==> src/rtl/multimode_ff_reg.sv <==
// Multi-mode register: per-bit D / T / JK / SR next-state with
// previous-value tracking, sticky SR-illegal flag and a change counter.
module multimode_ff_reg #(
  parameter int               WIDTH   = 4,
  parameter logic [WIDTH-1:0] RST_VAL = '0,
  parameter int               CNT_W   = 8
) (
  input  logic             clk,
  input  logic             reset_sync,
  input  logic             en,
  input  logic [1:0]       mode,
  input  logic [WIDTH-1:0] a,
  input  logic [WIDTH-1:0] b,
  input  logic             clr_err,
  output logic [WIDTH-1:0] Q,
  output logic [WIDTH-1:0] Q_prev,
  output logic [WIDTH-1:0] changed,
  output logic             err,
  output logic [CNT_W-1:0] chg_cnt
);

  localparam logic [1:0] M_D  = 2'b00;
  localparam logic [1:0] M_T  = 2'b01;
  localparam logic [1:0] M_JK = 2'b10;
  localparam logic [1:0] M_SR = 2'b11;

  localparam logic [CNT_W-1:0] CNT_MAX = '1;

  logic [WIDTH-1:0] q_q, q_d;
  logic [WIDTH-1:0] q_prev_q, q_prev_d;
  logic             err_q, err_d;
  logic [CNT_W-1:0] cnt_q, cnt_d;
  logic [WIDTH-1:0] q_nxt;
  logic             err_set;

  always_comb begin
    q_nxt = q_q;
    unique case (mode)
      M_D:  q_nxt = a;
      M_T:  q_nxt = q_q ^ a;
      M_JK: q_nxt = (a & ~q_q) | (~b & q_q);
      // illegal S=R=1 keeps the bit; flagged via err
      M_SR: q_nxt = (a & ~b) | (q_q & ~(b & ~a));
      default: q_nxt = q_q;
    endcase
  end

  always_comb begin
    q_d      = en ? q_nxt : q_q;
    q_prev_d = q_q;
    err_set  = en && (mode == M_SR) && ((a & b) != '0);
    err_d    = err_q;
    if (err_set)      err_d = 1'b1;
    else if (clr_err) err_d = 1'b0;
    cnt_d    = cnt_q;
    if ((q_d != q_q) && (cnt_q != CNT_MAX))
      cnt_d = cnt_q + 1'b1;
    if (reset_sync) begin
      q_d      = RST_VAL;
      q_prev_d = RST_VAL;
      err_d    = 1'b0;
      cnt_d    = '0;
    end
  end

  always_ff @(posedge clk) begin
    q_q      <= q_d;
    q_prev_q <= q_prev_d;
    err_q    <= err_d;
    cnt_q    <= cnt_d;
  end

  assign Q       = q_q;
  assign Q_prev  = q_prev_q;
  assign changed = q_q ^ q_prev_q;
  assign err     = err_q;
  assign chg_cnt = cnt_q;

endmodule

==> config.mk <==
export PLATFORM = sky130hd
export DESIGN_NAME = multimode_ff_reg
export DESIGN_NICKNAME = d
export VERILOG_FILES = /design/src/rtl/multimode_ff_reg.sv
export SDC_FILE = /design/constraint.sdc
export NUM_CORES = 1
export LEC_CHECK = 0
export CAP_MARGIN = 25
export CELL_PAD_IN_SITES_DETAIL_PLACEMENT = 0
export CELL_PAD_IN_SITES_GLOBAL_PLACEMENT = 1
export CORE_ASPECT_RATIO = 0.75
export CORE_UTILIZATION = 28
export DETAILED_ROUTE_END_ITERATION = 6
export GPL_ROUTABILITY_DRIVEN = 0
export PLACE_DENSITY_LB_ADDON = 0.1
export RECOVER_POWER = 50
export SYNTH_ARGS = -nofsm -noshare
export SYNTH_HDL_FRONTEND = slang
export SYNTH_SLANG_ARGS = --single-unit
==> constraint.sdc <==
create_clock -name clk -period 2 [get_ports clk]
set_input_delay 0.5 -clock clk [delete_from_list [all_inputs] [get_ports clk]]
set_output_delay 0.5 -clock clk [all_outputs]
set_load 0.05 [all_outputs]
After elaboration in Yosys (flattened, before gate mapping)
Index checks and enable logic that the tools add are counted.
{"block": "word_totals", "regBits": 17, "inputBits": 14, "out_inout_bits": 21, "wordCells": 34}
{"block": "classes", "n_addsub": 1, "n_eq_ne": 5, "muxes": 4, "n_bitwise": 14, "n_reduce_logical": 6}
{"cell": "4-bit bitwise AND", "count": 6}
{"cell": "4-bit inverter", "count": 4}
{"cell": "4-bit case mux with 4 select lines", "count": 1}
{"cell": "8-bit by 1-bit adder with 8-bit output, second input constant", "count": 1}
{"cell": "8-bit inequality test, second input constant", "count": 1}
{"cell": "4-bit OR", "count": 2}
{"cell": "4-bit bitwise XOR", "count": 2}
{"cell": "2-bit equality test, second input constant", "count": 2}
{"cell": "4-bit 2-to-1 mux", "count": 1}
{"cell": "4-bit inequality test", "count": 1}
{"cell": "4-bit nonzero test", "count": 1}
{"cell": "1-bit logical AND", "count": 3}
{"cell": "2-bit by 1-bit equality test with 1-bit output, second input constant", "count": 1}
{"cell": "2-bit zero test", "count": 1}
{"cell": "1-bit 2-to-1 mux", "count": 2}
{"cell": "2-bit nonzero test", "count": 1}

Depth between registers and ports, before layout
Gate-level depths: netlist of run 1.
{"block": "depth", "word_depth": 9, "ltp_mapped": 10, "ltp_nobuf": 7}

Worst setup path after synthesis of run 1
No wires, ideal clock.
{"block": "synth_timing", "kind": "register to output", "start": "register q_q[2] (netlist: Q[2])", "end": "output changed[2]", "t_arrival_ns": 1.701, "setup_slack_ns": -0.201, "stages_incl_launch_ff": 3, "cell_sequence": "dfxtp_1 -> clkbuf_1 -> xor2_1"}
{"block": "synth_via", "elab_chain_cells": 1}
{"item": "from (decl)", "line": "29", "text": "logic [WIDTH-1:0] q_q, q_d;"}
{"item": "from (signal assigned)", "line": "67", "text": "q_q <= q_d;"}
{"item": "4-bit bitwise XOR", "line": "75", "text": "assign changed = q_q ^ q_prev_q;"}
{"item": "to (decl)", "line": "17", "text": "output logic [WIDTH-1:0] changed,"}
No other way between the ends.

Worst setup path in the final report of run 1
{"block": "layout_timing", "start": "input mode[0]", "end": "register cnt_q[5] (netlist: chg_cnt[5])"}
{"block": "layout_via", "elab_chain_cells": 5, "word_cells_on_any_way": 8}
{"item": "from (decl)", "line": "11", "text": "input logic [1:0] mode,"}
{"item": "2-bit equality test, or another cell as far along", "line": "38", "text": "unique case (mode)"}
{"item": "4-bit case mux with 4 select lines (*)", "line": "38"}
{"item": "4-bit 2-to-1 mux (*)", "line": "49", "text": "q_d = en ? q_nxt : q_q;"}
{"item": "4-bit inequality test (*)", "line": "56", "text": "if ((q_d != q_q) && (cnt_q != CNT_MAX))"}
{"item": "1-bit logical AND (*)", "line": "56"}
{"item": "to (signal assigned)", "line": "70", "text": "cnt_q <= cnt_d;"}
{"item": "to (decl)", "line": "32", "text": "logic [CNT_W-1:0] cnt_q, cnt_d;"}
Every way passes the cells marked *; elsewhere a longest branch is shown, timed or not.
A chain may end at the register's enable or synchronous reset.

==> results of run 1 <==
## through the flow
stage / hold WS (ns) / TNS, ns
2_1_floorplan: 0.6774 / 0
3_3_place_gp: 0.4608 / -3.011
3_5_place_dp: 0.4622 / -3.429
4_1_cts: 0.4736 / 0
5_1_grt: 0.5216 / -0.007687
6_report: 0.4680 / 0
## placed cells by master (no fill, tap or decap), types with 2 or more instances in the layout
cell type and count:
a211oi_1 3, a21o_1 4, a21oi_1 11, a21oi_2 6, a22oi_1 2, a31oi_1 7, a31oi_2 2, and3_1 5
buf_12 3, buf_4 36, buf_6 4, clkbuf_1 14, clkbuf_8 3, clkdlybuf4s50_1 3, dfxtp_1 15, dfxtp_2 2
dlygate4sd2_1 4, dlymetal6s2s_1 5, inv_1 3, nand2_1 14, nand2b_1 3, nand3_1 4, nand3_2 6, nand4_1 2
nor2_1 7, nor2b_1 4, o21ai_0 2, o21ai_1 7, xor2_2 4
## worst paths after layout
| path | start | to | cells past startpoint |
|---|---|---|---|
| worst max-delay path | mode[0] | chg_cnt[5] | 10 |
| worst min-delay path | err | err | 2 |
| worst max register to register | Q[1] | chg_cnt[6] | 9 |
| worst min register to register | err | err | 2 |
## final cells by class
cell class                 instances  area share (%)
multi-input combinational        112           42.67
timing repair buffer              71           32.08
sequential                        17           18.35
tap                               55           3.684
clock buffer                       4           2.411
inverter                           4          0.8038
## cells by family after synthesis
logic type      count (synthesis)
simple gates                   52
compound gates                 53
flops                          17
mux                             1
buf+inv                        20
xor+xnor                        5
fa+ha+maj                       1
## registers in the layout, indices dropped and copies added (netlist names)
register,cells
Q,4
Q_prev,4
chg_cnt,8
err,1
## worst min-delay path: stages, from the launching register on
cell and delay (ns):
dfxtp_1 0.31, nand2b_1 0.06, a21oi_1 0.05
## per-layer routing
metal	part of all wire (%)	up-vias
met5	0	-
met3	4.5	2
li1	-	650
met2	46	31
met1	49	611
met4	0.48	0
## what timing repair did
action,4_1_cts,5_1_grt
setup buffers,6,2
setup endpoints to repair,8,8
pin swaps,3,4
gates cloned,1,0
gates resized for setup,13,11
## power groups by stage
stage / Sequential, uW / Combinational (uW) / Clock, uW
after floorplan: 450 / 186 / 0
after global placement: 394 / 384 / 0
after detailed placement: 395 / 386 / 0
after CTS: 387 / 412 / 278
after global routing: 390 / 438 / 287
final: 387 / 409 / 264
==> results by group, run 1 <==
Global routing
  • M2 GR Usage: 26.40%
  • First-pass GRT wire length: 5506 um
  • Initial antenna violation count: 0
  • Most Crowded Layer GR: met2
  • GRT Util Overall: 15.37%
  • Global route overflow: 0
  • Met3 global-route usage: 4.094%
  • Grt met1 use: 19.26%
  • Largest net degree at the start of global routing: 13
  • Number of global-route vias before repair: 1225

Setup path
  • Crit path DAT: 2.10 ns
  • CP Buf/Inv Count: 3
  • Crit-path cells: dlygate4sd2_1 -> buf_6 -> nor2_4 -> a31oi_1 -> and4b_1 -> a31oi_2 -> a32oi_2 -> buf_4 -> a21o_1 -> a21oi_2
  • Flop-to-flop setup slack: 0.30 ns
  • Slowest stage delay, CP: 0.26 ns
  • Family with the most delay on the worst path: compound AO/OA/AOI/OAI gates
  • Nature of the critical path endpoint: flop
  • CP startpoint kind: input pin
  • Critical path type: input pin to flop
  • Crit path required time: 2.19 ns
  • Slowest stage cell on the critical path: dlygate4sd2_1
  • Critical path fanouts, max: 8

Die
  • IO Pins: 35
  • Initial Utilization: 29.10%
  • Core area: 4054 um^2
  • Die area: 4480 um^2
  • Die X-Extent: 76.96 um
  • FP Rows: 20
  • Die Ht: 58.22 um

Yosys
  • Sequential area share after synthesis: 28.84%
  • Xor-xnor portion of the synthesized cell area: 3.712%
  • Largest cells by area after synthesis: dfxtp_1, a21oi_1, nand2_1
  • Adder-cell share of the synthesized area: 1.060%
  • Mux cell area share after synthesis: 0.8484%
  • Synth Area in Simple Gates: 24.60%
  • Asr flop ratio synth: 0%
  • Top_reg_cell synth: dfxtp_1
  • Commonest cells post-synth: dfxtp_1, nand2_1, a21oi_1, a31oi_1
  • Synthesized cell area: 1180 um^2
  • Post-synth net total: 164
  • Flops & latches, synth: 17
  • Largest family of logic cells by synthesized area: compound AO/OA/AOI/OAI gates
  • Syn avg cell area: 7.919 um^2
  • Cell taking the most area after synthesis: dfxtp_1
  • Synth warn: 0
  • Synth Area in Compound Gates: 31.18%
  • Top cell type's share of synthesized area: 28.84%
  • Most frequent cell after synthesis: dfxtp_1
  • Yosys cell types: 46
  • Post-synth EDFFs: 0
  • Mapped Cells: 149

STA
  • Minimum clock period after layout: 1.903 ns
  • Slew @ Worst Pin: 0.6068 ns
  • Period utilisation layout: 95.15%
  • Fin. Hold Viols: 0
  • Setup violators final: 0
  • Final setup margin: 0.09704 ns
  • Rel. slew slack: 59.72%
  • Count of pins over their slew limit: 0
  • Fmax: 525.5 MHz
  • Final Skew: 0.001243 ns

Clocking
  • CTS max path bufs: 2
  • Sink Count: 17
  • CTS tree: built
  • Clock root cell: clkbuf_8
  • Skew-Pair Late Insertion Delay: 0.25 ns
  • Clock Pin Slew Worst Setup and Hold Paths: 0.07 ns
  • Cts hold-fix bufs: 0
  • H-tree depth: 1
  • Num CTS Buffers: 3

Power
  • Peak VDD IR: 307.0 uV
  • Logic pwr share: 38.6%
  • P_int: 676.5 uW
  • Sw Share: 36.20%
  • NetSw: 383.8 uW
  • Lkg Pwr: 0.0007941 uW
  • Seq pwr share: 36.5%
  • Total Power: 1060 uW
  • Power Dens Cells: 567.6 nW/um^2
  • Clock group share of total power: 24.9%

Min path
  • Hold crit path type: flop to flop

Drt
  • Residual DRC: 0
  • Via count: 1294
  • Routed WL per cell: 12.68 um
  • Routed Wire Length: 3336 um
  • Routed Antenna Nets: 0
  • DR vias/cell: 4.920
  • 1st-pass router iterations: 4
  • DRT iter0 DRCs: 56

Layout
  • Layout cells sized above 1: 35.58%
  • Area Growth Syn to Fin: 58.32%
  • Fill count: 410
  • Multi-input logic area: 797.0 um^2
  • Finished Layout Cells: 263
  • Reg area: 342.8 um^2
  • Post-layout util: 46.08%
  • Post-route cell area: 1868 um^2
  • Antenna cells: 0
  • Final net count: 224

Placement
  • Area after DPL: 1722 um^2
  • Port Buffer Count: 34
  • HPWL after detailed placement: 2291 um
  • Pre-CTS setup slack: -0.4469 ns
  • DP Cell Count: 250

Run status
  • Status: finished clean

Run
  • Max Cap Viol: 0
Note: power is estimated with default switching activity, not from simulation.
==> run 2, diff against run 1 <==
Settings changed: CAP_MARGIN 25 to not set, CORE_MARGIN set to 4.
==> run 2 against run 1 <==
Against the previous run: setup slack improved by 0.017 ns; worst hold slack improved by 0.00067 ns; sequential cell count stayed put; sequential power barely moved; design area is 1.1% lower; total power down 0.37%; clock power about the same; combinational power fell by 1%; clock skew grew 0.0060 ns; die area increased by 19%; largest cell class unchanged; highest routed layer unchanged.
==> results by group, run 2 (synthesis results as in run 1) <==
Run status
  • Status: finished clean

Setup path
  • Slowest stage delay, CP: 0.25 ns
  • CP Buf/Inv Count: 3
  • Nature of the critical path endpoint: flop
  • Critical path type: input pin to flop
  • Crit-path cells: dlygate4sd2_1 -> buf_6 -> nor2_4 -> a31oi_1 -> and4b_1 -> a31oi_2 -> a32oi_2 -> buf_4 -> a21o_1 -> a21oi_2
  • Critical path fanouts, max: 8
  • Crit path required time: 2.20 ns
  • CP startpoint kind: input pin
  • Slowest stage cell on the critical path: dlygate4sd2_1
  • Family with the most delay on the worst path: compound AO/OA/AOI/OAI gates
  • Crit path DAT: 2.08 ns

Power
  • P_int: 676.0 uW
  • Lkg Pwr: 0.0007946 uW
  • NetSw: 380.4 uW
  • Logic pwr share: 38.2%
  • Clock group share of total power: 25.0%
  • Power Dens Cells: 571.7 nW/um^2
  • Sw Share: 36.01%
  • Total Power: 1056 uW
  • Seq pwr share: 36.8%
  • Peak VDD IR: 256.2 uV

Layout
  • Reg area: 341.6 um^2
  • Post-layout util: 45.59%
  • Fill count: 419
  • Antenna cells: 0
  • Most common cell after layout, fill and taps aside: buf_4
  • Post-route cell area: 1848 um^2
  • Final net count: 218
  • Area Growth Syn to Fin: 56.63%
  • Layout cells sized above 1: 34.65%
  • Max FFs per register: 8
  • Most frequent cells in the layout: buf_4, dfxtp_1, nand2_1, clkbuf_1, a21oi_1
  • Multi-input logic area: 797.0 um^2

Drt
  • Via count: 1254
  • Routed Wire Length: 3277 um
  • DRT iter0 DRCs: 50
  • DR vias/cell: 4.879
  • Routed Antenna Nets: 0
  • Residual DRC: 0
  • 1st-pass router iterations: 4
  • Routed WL per cell: 12.75 um

STA
  • Minimum clock period after layout: 1.886 ns
  • Final setup margin: 0.1136 ns
  • Count of pins over their slew limit: 0
  • Rel. slew slack: 60.04%
  • Fin. Hold Viols: 0
  • Slew @ Worst Pin: 0.6020 ns
  • Post-route setup TNS: 0 ns
  • Final Skew: 0.007285 ns
  • Fmax: 530.1 MHz
  • Period utilisation layout: 94.32%
  • RSZ-0062 raised after global routing: true
  • Setup violators final: 0

Global routing
  • GRT Util Overall: 12.35%
  • Global route overflow: 0
  • Largest net degree at the start of global routing: 13
  • First-pass GRT wire length: 5437 um
  • Number of global-route vias before repair: 1191
  • Initial antenna violation count: 0

Die
  • Initial Utilization: 29.10%
  • FP Rows: 20
  • Die Ht: 64.22 um
  • IO Pins: 35
  • Core area: 4054 um^2
  • Die area: 5327 um^2
  • Die X-Extent: 82.96 um

Clocking
  • CTS max path bufs: 2
  • H-tree depth: 1
  • Clock root cell: clkbuf_8
  • Sink Count: 17
  • Skew-Pair Late Insertion Delay: 0.25 ns
  • Clock Pin Slew Worst Setup and Hold Paths: 0.07 ns
  • CTS tree: built
  • Num CTS Buffers: 3

Placement
  • Pre-CTS setup slack: -0.4599 ns
  • HPWL after detailed placement: 2383 um
  • Port Buffer Count: 34
  • Area after DPL: 1712 um^2

Run
  • Max Cap Viol: 0

Min path
  • Hold crit path type: flop to flop
-- run 2: changes by cell type in the layout (fill, tap and decap cells not counted), sizes merged --
cell and change:
buf -5, dlygate4sd2 -2, dlymetal6s2s +2, bufbuf +1, clkbuf -1, dlygate4sd3 -1
-- run 2: what timing repair did --
action | in CTS | in global routing
buffers inserted | 2 | 0
cloned | 2 | 0
pin swaps | 5 | 6
endpoints found under the setup margin | 8 | 8
resized for setup | 9 | 16
hold buffers | 0 | 0
-- run 2: power groups by stage --
stage | clock network [uW] | registers (uW) | logic, uW
floorplan | 0 | 450 | 186
global placement | 0 | 393 | 383
detailed placement | 0 | 395 | 385
CTS | 274 | 388 | 410
global route | 282 | 394 | 435
finish | 264 | 389 | 404
-- run 2: per-stage QoR --
stage / instances / hold WS (ns)
2_1_floorplan: 149 / 0.6774
3_3_place_gp: 249 / 0.4603
3_5_place_dp: 249 / 0.4623
4_1_cts: 257 / 0.4736
5_1_grt: 257 / 0.4994
6_report: 257 / 0.4687
-- run 2: layout make-up --
| type | instances | share of cell area, % |
|---|---|---|
| inverters | 4 | 0.8125 |
| well taps | 55 | 3.724 |
| clock buffers | 4 | 2.437 |
| flip-flops and latches | 17 | 18.48 |
| repair buffers | 65 | 31.42 |
| multi-input cells | 112 | 43.13 |
-- run 2: final timing paths --
path / to / cells after the start / from / slack, ns
setup / recovery: chg_cnt[3] / 10 / mode[0] / 0.11
hold / removal: err / 2 / err / 0.47
setup reg to reg: chg_cnt[3] / 8 / Q[3] / 0.18
hold reg to reg: err / 2 / err / 0.47
-- run 2: worst register-to-register path, delay by kind of cell, from the launching register on --
kind                   cells  cell delay (ns)
AOI/OAI and AO/OA          5             0.61
and+or+nand+nor            2             0.44
DFF                        1             0.54
buffers and inverters      1             0.18
-- run 2: metal layers --
metal	GRT usage (%)	part of all wire, %	vias to the layer above
met5	0	0	-
met4	2.449	0.58	0
met3	3.866	4.2	2
met2	20.20	47	22
met1	16.07	49	587
li1	-	-	643
==> run 3, diff against run 2 <==
Settings changed: ABC_AREA set to 1, GPL_ROUTABILITY_DRIVEN 0 to 1.
==> run 3 against run 2 <==
Against the previous run: sequential power down 5%; sequential cell count unchanged; critical path depth up 3; synthesized cell count up 9.4%.
==> results by group, run 3 <==
Run status
  • Status: finished clean

Clocking
  • CTS tree: built
  • Clock root cell: clkbuf_8
  • Sink Count: 17
  • Num CTS Buffers: 3
  • Skew-Pair Late Insertion Delay: 0.24 ns
  • Cts hold-fix bufs: 0
  • Clock Pin Slew Worst Setup and Hold Paths: 0.06 ns
  • H-tree depth: 1
  • CTS max path bufs: 2

Drt
  • Routed Antenna Nets: 0
  • Routed WL per cell: 10.81 um
  • DRT iter0 DRCs: 48
  • DR vias/cell: 4.434
  • Routed Wire Length: 2886 um
  • 1st-pass router iterations: 4
  • Via count: 1184
  • Residual DRC: 0

Min path
  • Hold EP: err
  • WHS Path Cells: 2
  • Min-delay src: err
  • Hold crit path type: flop to flop

Global routing
  • First-pass GRT wire length: 4650 um
  • Initial antenna violation count: 0
  • Largest net degree at the start of global routing: 12
  • GRT Util Overall: 12.26%
  • Grt met1 use: 16.84%
  • Number of global-route vias before repair: 1015
  • Global route overflow: 0
  • Most Crowded Layer GR: met2
  • M2 GR Usage: 18.82%
  • Met3 global-route usage: 3.947%

Setup path
  • Slowest stage delay, CP: 0.51 ns
  • Family with the most delay on the worst path: simple AND/OR/NAND/NOR gates
  • Reg2Reg Depth: 8
  • Most used cell along the critical path: nand2_1
  • Slowest stage cell on the critical path: clkdlybuf4s50_1
  • Worst R2R Start: chg_cnt[0]
  • Flop-to-flop setup slack: 0.22 ns
  • Critical path type: input pin to flop
  • CP startpoint kind: input pin
  • Nature of the critical path endpoint: flop
  • Crit path DAT: 2.02 ns
  • Critical path fanouts, max: 6
  • Reg2reg end: chg_cnt[5]
  • Crit-path cells: clkdlybuf4s50_1 -> nand2_1 -> nand2_1 -> nand2_1 -> nand3_1 -> nand2_1 -> nand3_1 -> nand2_1 -> nor2_2 -> nand2_4 -> buf_12 -> nand3_1 -> a21oi_1
  • Crit path required time: 2.14 ns
  • CP Buf/Inv Count: 2

Power
  • Lkg Pwr: 0.0007423 uW
  • Sw Share: 33.93%
  • Peak VDD IR: 345.3 uV
  • Power Dens Cells: 597.5 nW/um^2
  • Seq pwr share: 37.6%
  • Logic pwr share: 37.5%
  • P_int: 651.0 uW
  • Clock group share of total power: 24.9%
  • NetSw: 334.3 uW

Layout
  • Fill count: 419
  • Reg area: 340.3 um^2
  • Area Growth Syn to Fin: 54.15%
  • Multi-input logic area: 663.1 um^2
  • Post-layout util: 45.04%
  • Most common cell after layout, fill and taps aside: nand2_1
  • Max FFs per register: 8
  • Antenna cells: 0
  • Finished Layout Cells: 267
  • Most frequent cells in the layout: nand2_1, nand3_1, buf_4, dfxtp_1
  • Layout cells sized above 1: 23.26%
  • Final net count: 231

Yosys
  • Commonest cells post-synth: nand2_1, nand3_1, dfxtp_1, a21oi_1
  • Mapped Cells: 163
  • Top cell type's share of synthesized area: 31.81%
  • Yosys cell types: 22
  • Flops & latches, synth: 17
  • Synthesized cell area: 1070 um^2
  • Largest cells by area after synthesis: dfxtp_1, nand2_1, nand3_1
  • Top_reg_cell synth: dfxtp_1
  • Post-synth EDFFs: 0
  • Post-synth net total: 178
  • Most frequent cell after synthesis: nand2_1
  • Synth warn: 0
  • Sequential area share after synthesis: 31.81%
  • Cell taking the most area after synthesis: dfxtp_1
  • Asr flop ratio synth: 0%
  • Syn avg cell area: 6.563 um^2

Die
  • FP Rows: 19
  • Core area: 3661 um^2
  • Die Ht: 61.53 um
  • Initial Utilization: 29.22%
  • IO Pins: 35
  • Die X-Extent: 79.38 um
  • Die area: 4884 um^2

STA
  • Post-route setup TNS: 0 ns
  • Final Skew: 0.001054 ns
  • Fmax: 531.3 MHz
  • Period utilisation layout: 94.12%
  • Slew @ Worst Pin: 0.6157 ns
  • Rel. slew slack: 59.13%
  • Min Hold Slack: 0.4685 ns
  • Setup violators final: 0
  • Fin. Hold Viols: 0
  • Count of pins over their slew limit: 0
  • Minimum clock period after layout: 1.882 ns
  • RSZ-0062 raised after global routing: false

Run
  • Max Cap Viol: 0

Placement
  • Port Buffer Count: 34
  • HPWL after detailed placement: 2393 um
  • Placer Congestion: 0.8006
  • DP Cell Count: 261
## run 3: changes by cell type in the layout (fill, tap and decap cells not counted), sizes merged, moves of 5 or more
cell	before	now
and3	5	0
inv	4	14
nor2	8	13
dlymetal6s2s	7	2
a31oi	9	0
nand2	14	53
buf	38	30
clkdlybuf4s50	3	9
o21ai	10	1
nand3	10	25
## run 3: cell families (layout without fill, tap and decap cells)
family	after synthesis	count (layout)	synth area share (%)
compound gates	17	17	8.655
xor+xnor	9	9	7.369
fa+ha+maj	1	1	1.169
buf+inv	22	74	9.006
flops	17	17	31.81
simple gates	97	97	41.99
## run 3: timing repair
item | CTS | global route
gates cloned | 0 | 0
gates resized for setup | 1 | 2
pin swaps | 1 | 0
endpoints found under the setup margin | 8 | 8
setup buffers | 1 | 1
## run 3: tightest hold or removal path, delay by kind of cell (launching register included)
family             cells  cell delay (ns)
AOI/OAI and AO/OA      1             0.05
and+or+nand+nor        1             0.06
DFF                    1             0.31
## run 3: worst max-delay path by stage
| stage | start | endpoint | slack (ns) | depth (start not counted) |
|---|---|---|---|---|
| final | a[0] | chg_cnt[3] | 0.12 | 13 |
| after CTS | mode[0] | chg_cnt[5] | 0.01 | 13 |
| after global routing | a[0] | chg_cnt[6] | 0.003 | 13 |
| after floorplan | chg_cnt[0] | chg_cnt[2] | 0.009 | 8 |
| after detailed placement | mode[1] | chg_cnt[5] | -0.38 | 13 |
| after global placement | mode[1] | chg_cnt[3] | -0.36 | 13 |
## run 3: through the flow
| stage | power (uW) | setup WS, ns | cell area (um^2) |
|---|---|---|---|
| finish | 985.3 | 0.1177 | 1649 |
| detailed placement | 744.4 | -0.3845 | 1622 |
| CTS | 1001 | 0.01237 | 1673 |
| global route | 1055 | 0.003147 | 1649 |
| floorplan | 588.1 | 0.008503 | 1100 |
| global placement | 741.8 | -0.3641 | 1622 |
## run 3: power groups by stage
stage	Combinational (uW)	Sequential [uW]	Clock [uW]
floorplan	153	435	0
global placement	363	379	0
detailed placement	365	379	0
CTS	367	371	262
global route	398	374	284
finish	369	371	245
## run 3: final cells by class
cell class                 count  share of cell area, %
clock buffer                   4                  2.731
inverter                      14                  3.187
multi-input combinational    124                  40.21
tap                           52                  3.945
sequential                    17                  20.64
timing repair buffer          56                  29.29
## run 3: layer usage
layer | wire length, um | vias to the layer above
met1 | 1488 | 525
met3 | 168 | 2
met5 | 0 | -
met4 | 12 | 0
li1 | - | 625
met2 | 1216 | 32
